`config.mk`:
```
export PLATFORM = sky130hd
export DESIGN_NAME = weighted_rr_arbiter
export DESIGN_NICKNAME = d
export VERILOG_FILES = /design/src/rtl/crossbar_pkg.sv /design/src/rtl/rr_priority_pick.sv /design/src/rtl/weighted_rr_arbiter.sv
export SDC_FILE = /design/constraint.sdc
export NUM_CORES = 1
export LEC_CHECK = 0
export ABC_CLOCK_PERIOD_IN_PS = 12950
export BUFFER_PORTS_ARGS = -buffer_cell sky130_fd_sc_hd__buf_2
export CAP_MARGIN = 0
export CORE_ASPECT_RATIO = 1.4
export CORE_MARGIN = 5
export CORE_UTILIZATION = 63
export DETAILED_ROUTE_END_ITERATION = 10
export GPL_TIMING_DRIVEN = 0
export PLACE_DENSITY = 0.92
export SLEW_MARGIN = 20
export SYNTH_ARGS = -nofsm -noshare
export SYNTH_HDL_FRONTEND = slang
export SYNTH_HIERARCHICAL = 1
export SYNTH_SLANG_ARGS = --single-unit
export TNS_END_PERCENT = 100
```
`constraint.sdc`:
```
create_clock -name clk -period 12.95 [get_ports clk]
set_clock_uncertainty 0.15 [all_clocks]
set_input_delay 1.295 -clock clk [delete_from_list [all_inputs] [get_ports clk]]
set_output_delay 1.295 -clock clk [all_outputs]
set_load 0.02 [all_outputs]
```
`src/rtl/crossbar_pkg.sv`:
```
// Shared types and helpers for the streaming crossbar arbitration path.
package crossbar_pkg;

    typedef enum logic {
        IDLE = 1'b0,
        BUSY = 1'b1
    } arb_state_t;

    // Index width for a given source count; never narrower than one bit.
    function automatic int clog2(input int value);
        int result = 0;
        for (int v = value - 1; v > 0; v = v >> 1) result++;
        return (result < 1) ? 1 : result;
    endfunction

    // Packet quota of one source: a programmed zero still allows one packet.
    function automatic logic [31:0] packet_quota(input logic [31:0] weight);
        return (weight == 32'd0) ? 32'd1 : weight;
    endfunction

endpackage

```
`src/rtl/rr_priority_pick.sv`:
```
// Rotating priority pick: first requesting source at or after ptr, wrapping
// past the top index back to source 0.
module rr_priority_pick
    import crossbar_pkg::*;
#(
    parameter int S_DATA_COUNT = 5,
    parameter int T_ID___WIDTH = clog2(S_DATA_COUNT)
) (
    input  logic [S_DATA_COUNT-1:0] request_mask,
    input  logic [T_ID___WIDTH-1:0] ptr,
    output logic                    found,
    output logic [S_DATA_COUNT-1:0] onehot,
    output logic [T_ID___WIDTH-1:0] index
);

    logic [T_ID___WIDTH-1:0] cand_idx [S_DATA_COUNT];
    logic [S_DATA_COUNT-1:0] cand_req;

    genvar gi;

    // Candidate gi is the source gi places after ptr; ptr is always below S_DATA_COUNT.
    for (gi = 0; gi < S_DATA_COUNT; gi++) begin : g_cand
        logic [T_ID___WIDTH:0] sum;
        assign sum = {1'b0, ptr} + (T_ID___WIDTH+1)'(gi);
        assign cand_idx[gi] = (sum >= (T_ID___WIDTH+1)'(S_DATA_COUNT))
                            ? T_ID___WIDTH'(sum - (T_ID___WIDTH+1)'(S_DATA_COUNT))
                            : T_ID___WIDTH'(sum);
        assign cand_req[gi] = request_mask[cand_idx[gi]];
    end

    always_comb begin
        found = |cand_req;
        index = '0;
        for (int k = S_DATA_COUNT - 1; k >= 0; k--) begin
            if (cand_req[k]) index = cand_idx[k];
        end
    end

    for (gi = 0; gi < S_DATA_COUNT; gi++) begin : g_onehot
        assign onehot[gi] = found && (index == T_ID___WIDTH'(gi));
    end

endmodule

```
`src/rtl/weighted_rr_arbiter.sv`:
```
// Packet-level weighted round-robin arbiter: holds the grant for whole packets,
// up to a per-source packet quota, and re-arbitrates with no bubble on release.
module weighted_rr_arbiter
    import crossbar_pkg::*;
#(
    parameter int S_DATA_COUNT = 5,
    parameter int T_ID___WIDTH = clog2(S_DATA_COUNT),
    parameter int WEIGHT_WIDTH = 4
) (
    input  logic                                 clk,
    input  logic                                 rst,
    input  logic [S_DATA_COUNT-1:0]              request_mask_i,
    input  logic [S_DATA_COUNT-1:0]              s_last_i,
    input  logic [S_DATA_COUNT*WEIGHT_WIDTH-1:0] weight_i,
    input  logic                                 m_ready_i,
    output logic [S_DATA_COUNT-1:0]              grant_o,
    output logic [T_ID___WIDTH-1:0]              m_id_o,
    output logic                                 m_valid_o,
    output logic                                 m_last_o
);

    arb_state_t              state_reg;
    logic [T_ID___WIDTH-1:0] ptr_reg;
    logic [T_ID___WIDTH-1:0] id_reg;
    logic [WEIGHT_WIDTH-1:0] credit_reg;
    logic                    first_beat_reg;
    logic [S_DATA_COUNT-1:0] grant_reg;

    logic [WEIGHT_WIDTH-1:0] weight_arr [S_DATA_COUNT];
    logic                    busy;
    logic                    handshake;
    logic                    last_handshake;
    logic                    forfeit;
    logic                    turn_done;
    logic [T_ID___WIDTH-1:0] release_ptr;
    logic [T_ID___WIDTH-1:0] pick_ptr;
    logic                    pick_found;
    logic [S_DATA_COUNT-1:0] pick_onehot;
    logic [T_ID___WIDTH-1:0] pick_index;
    logic [WEIGHT_WIDTH-1:0] pick_quota;

    genvar gi;
    for (gi = 0; gi < S_DATA_COUNT; gi++) begin : g_weight
        assign weight_arr[gi] = weight_i[gi*WEIGHT_WIDTH +: WEIGHT_WIDTH];
    end

    assign busy      = (state_reg == BUSY);
    assign m_valid_o = busy & request_mask_i[id_reg];
    assign m_last_o  = busy & s_last_i[id_reg];
    assign grant_o   = grant_reg;
    assign m_id_o    = id_reg;

    assign handshake      = m_valid_o & m_ready_i;
    assign last_handshake = handshake & m_last_o;
    // A holder with nothing to send at a packet boundary gives up the rest of its turn.
    assign forfeit        = busy & first_beat_reg & ~request_mask_i[id_reg];
    assign turn_done      = forfeit | (last_handshake & (credit_reg <= WEIGHT_WIDTH'(1)));
    assign release_ptr    = (id_reg == T_ID___WIDTH'(S_DATA_COUNT - 1))
                          ? '0 : id_reg + T_ID___WIDTH'(1);
    assign pick_ptr       = turn_done ? release_ptr : ptr_reg;

    rr_priority_pick #(
        .S_DATA_COUNT (S_DATA_COUNT),
        .T_ID___WIDTH (T_ID___WIDTH)
    ) u_pick (
        .request_mask (request_mask_i),
        .ptr          (pick_ptr),
        .found        (pick_found),
        .onehot       (pick_onehot),
        .index        (pick_index)
    );

    assign pick_quota = WEIGHT_WIDTH'(packet_quota(32'(weight_arr[pick_index])));

    always_ff @(posedge clk) begin
        if (rst) begin
            state_reg      <= IDLE;
            ptr_reg        <= '0;
            id_reg         <= '0;
            credit_reg     <= '0;
            first_beat_reg <= 1'b0;
            grant_reg      <= '0;
        end else if (state_reg == IDLE || turn_done) begin
            if (turn_done) ptr_reg <= release_ptr;
            if (pick_found) begin
                state_reg      <= BUSY;
                id_reg         <= pick_index;
                grant_reg      <= pick_onehot;
                credit_reg     <= pick_quota;
                first_beat_reg <= 1'b1;
            end else begin
                state_reg      <= IDLE;
                grant_reg      <= '0;
                credit_reg     <= '0;
                first_beat_reg <= 1'b0;
            end
        end else if (last_handshake) begin
            credit_reg     <= credit_reg - WEIGHT_WIDTH'(1);
            first_beat_reg <= 1'b1;
        end else if (handshake) begin
            first_beat_reg <= 1'b0;
        end
    end

endmodule

```
==> results by group <==
Yosys
  • Synth warnings: 6
  • Cell taking the most area after synthesis: dfxtp_1
  • Syn Area/Cell: approximately 8.5 µm²
  • Seq/Total Area, Yosys: 12.9%
  • Flop and latch count out of synthesis: 17
  • Post-synth top area share: roughly 13%
  • Top cells by count, synth: nand2_1 (21), nor2_1 (21), inv_1 (19), dfxtp_1 (17)
  • Netlist cell types: between 70 and 80
  • EDFF count, synth: 0
  • Syn nets: 357
  • Async SR Flop Fraction: 0%
  • Post-synthesis cell count: 311
  • Ys flop type: dfxtp_1
  • Post-synthesis cell area: ~0.0026 mm²
  • Area contributors post-synth: dfxtp_1 (13%), ha_1 (5.7%), mux2i_1 (4.2%), a21oi_2 (3.3%), nand3_2 (3.0%)

Worst setup path
  • Required @ worst endpoint: 12.95 ns
  • Crit path max fanout: 10
  • Critical Path End Type: flip-flop
  • CP max stage cell: mux4_2
  • CP startpoint kind: input pin
  • CP Class: input pin to flip-flop
  • Flop2flop setup slack: between 6 and 7 ns
  • Arr. time, crit path: slightly above 7 ns
  • Max stage delay on crit path: 0.51 ns

Die
  • Ports: 43
  • CORE AREA: 0.00413 mm²
  • Die Ht: around 87 µm
  • DIE WIDTH: approximately 65 µm
  • Rows: 28
  • Die Area: roughly 0.0056 mm²
  • Starting Density: a little under two thirds

STA
  • Setup TNS: 0 ns
  • Period utilisation layout: a little over half
  • Fin. max-slew vios: 0
  • RSZ-0062 raised after global routing: no
  • Final setup violation count: 0
  • Final Critical Period: a little over 7 ns
  • Max-slew headroom: between 50% and 60%
  • Hold slack: approximately 0.37 ns
  • Worst Tran Pin Value: slightly above 0.7 ns
  • FMAX: about 140 MHz
  • Final Hold Vio Count: 0

Clocking
  • Clk pin slew, worst setup/hold paths: 0.07 ns
  • Worst skew pair latency: 0.26 ns
  • Hold_buf cts: 0
  • Cts repair resizes: 0
  • Post-CTS setup buffer count: 0
  • Total CTS buffers: 3
  • TritonCTS clock tree: built
  • Root Driver: clkbuf_8
  • Clock buffer depth: 2
  • Htree depth: 1
  • Num Clock Sinks: 17

Power
  • Sw Ratio: approximately 53%
  • P_sw: approximately 380 µW
  • Internal power: roughly 340 µW
  • Combinational share of power: 84.1%
  • VDD IR-drop max: 0.189 mV
  • PD cells: 245 mW/mm²
  • LEAKAGE: about 0.0013 µW
  • Clock share of power: about 5.6%
  • Register share of total power: between 10% and 20%

Drt
  • Drt initial violations: 185
  • Routed Antenna Nets: 0
  • Drt via density: approximately 6.5
  • Drt pass-1 iters: 4
  • Wire per inst: between 15 and 20 µm
  • Drt total wl: ~6800 µm
  • Via count: ~2,600
  • Remaining DRCs: 0

Global routing
  • Met2 Track Usage GR: a little under half
  • GRT Overall Usage: about a quarter
  • Grt ovf: 0
  • Vias in the first global route: between 2,000 and 3,000
  • Met3 Use GR: ~2.7%
  • Initial antenna violation count: 0
  • Met1 GRT Util: roughly a quarter
  • Largest net degree at the start of global routing: 11
  • First-pass GRT wire length: approximately 11,000 µm
  • Busiest grt layer: met2

Place
  • Input/output buffers: 42
  • Final HPWL DP: between 5000 and 6000 µm
  • GPL Wtd Cong: between 1 and 1.5

Final layout
  • Flip-flop count of the largest register after layout: 5
  • Area Overhead vs Synth: 11.8%
  • Final net count: ~400
  • # fillers: around 330
  • Fraction of layout cells with a size suffix above 1: roughly 33%
  • Finished Core Util: 71.5%
  • ANT cells: 0

Worst hold path
  • Tightest Hold Check Type: flip-flop to flip-flop

Flow run
  • # Max-Cap Violations: 0

Status
  • Status: complete, no violations
path summary, 6_finish.rpt:
check	depth (start not counted)	startpoint	end
hold reg to reg	2	grant_o[3]	grant_o[3]
setup / recovery	25	request_mask_i[0]	credit_reg[0]
setup reg to reg	25	m_id_o[2]	credit_reg[0]
hold / removal	2	grant_o[3]	grant_o[3]
metal layers:
layer | routed length [µm] | share of wire (%)
met4 | 363 | 5.4
met3 | 412 | 6.1
met2 | 3450 | 51
met5 | 0 | 0
met1 | 2560 | 38
worst max-delay path: cells and delay by family:
family                     cells  cell delay (ns)
and+or+nand+nor                4             0.84
AOI/OAI and AO/OA             10             2.28
muxes                          3             0.98
adders and majority gates      2             0.40
buffers and inverters          6             1.28
cells by family (layout without fill, tap and decap cells):
logic type / after synthesis / in the layout / synth area share [%]
AO/OA/AOI/OAI: 104 / 104 / 34.0
XOR/XNOR: 4 / 4 / 1.61
flip-flops: 17 / 17 / 12.9
adder cells (fa/ha/maj): 13 / 13 / 6.44
multiplexers: 23 / 23 / 10.8
AND/OR/NAND/NOR: 111 / 111 / 26.7
buffers and inverters: 39 / 85 / 7.58
power by group through the flow:
stage                     logic (µW)  registers, µW  clock network, µW
after floorplan                  487           81.0                  0
after global placement           583           75.5                  0
after detailed placement         598           76.0                  0
after CTS                        601           74.8               41.7
after global routing             664           76.9               43.5
final                            608           75.0               40.2
final cells by class:
type,count,area [µm²],area share (%)
well taps,45,56.3,1.91
multi-input cells,255,2100,71.1
clock inverters,1,5.00,0.169
repair buffers,42,210,7.11
plain buffers,18,121,4.11
clock buffers,3,41.3,1.40
flip-flops and latches,17,340,11.5
inverters,21,78.8,2.67
per-stage QoR:
| step | instances | worst slack (ns) | total power (µW) | cell area [µm²] |
|---|---|---|---|---|
| after detailed placement | 398 | 5.61 | 674 | 2910 |
| after floorplan | 311 | 6.56 | 568 | 2640 |
| after CTS | 402 | 5.88 | 718 | 2960 |
| final | 402 | 5.85 | 723 | 2960 |
| after global placement | 398 | 5.70 | 658 | 2910 |
| after global routing | 402 | 5.46 | 784 | 2960 |
cell usage in the layout (no fill, tap or decap), drive strengths merged, types with 9 or more instances in the layout:
cell type	Yosys	routed
buf	16	58
a21oi	23	23
nand2	22	22
nor2	21	21
inv	21	21
o21ai	18	18
nand3	18	18
dfxtp	17	17
ha	12	12
mux2i	12	12
mux2	10	10
nand2b	9	9
Note: power is estimated with default switching activity, not from simulation.
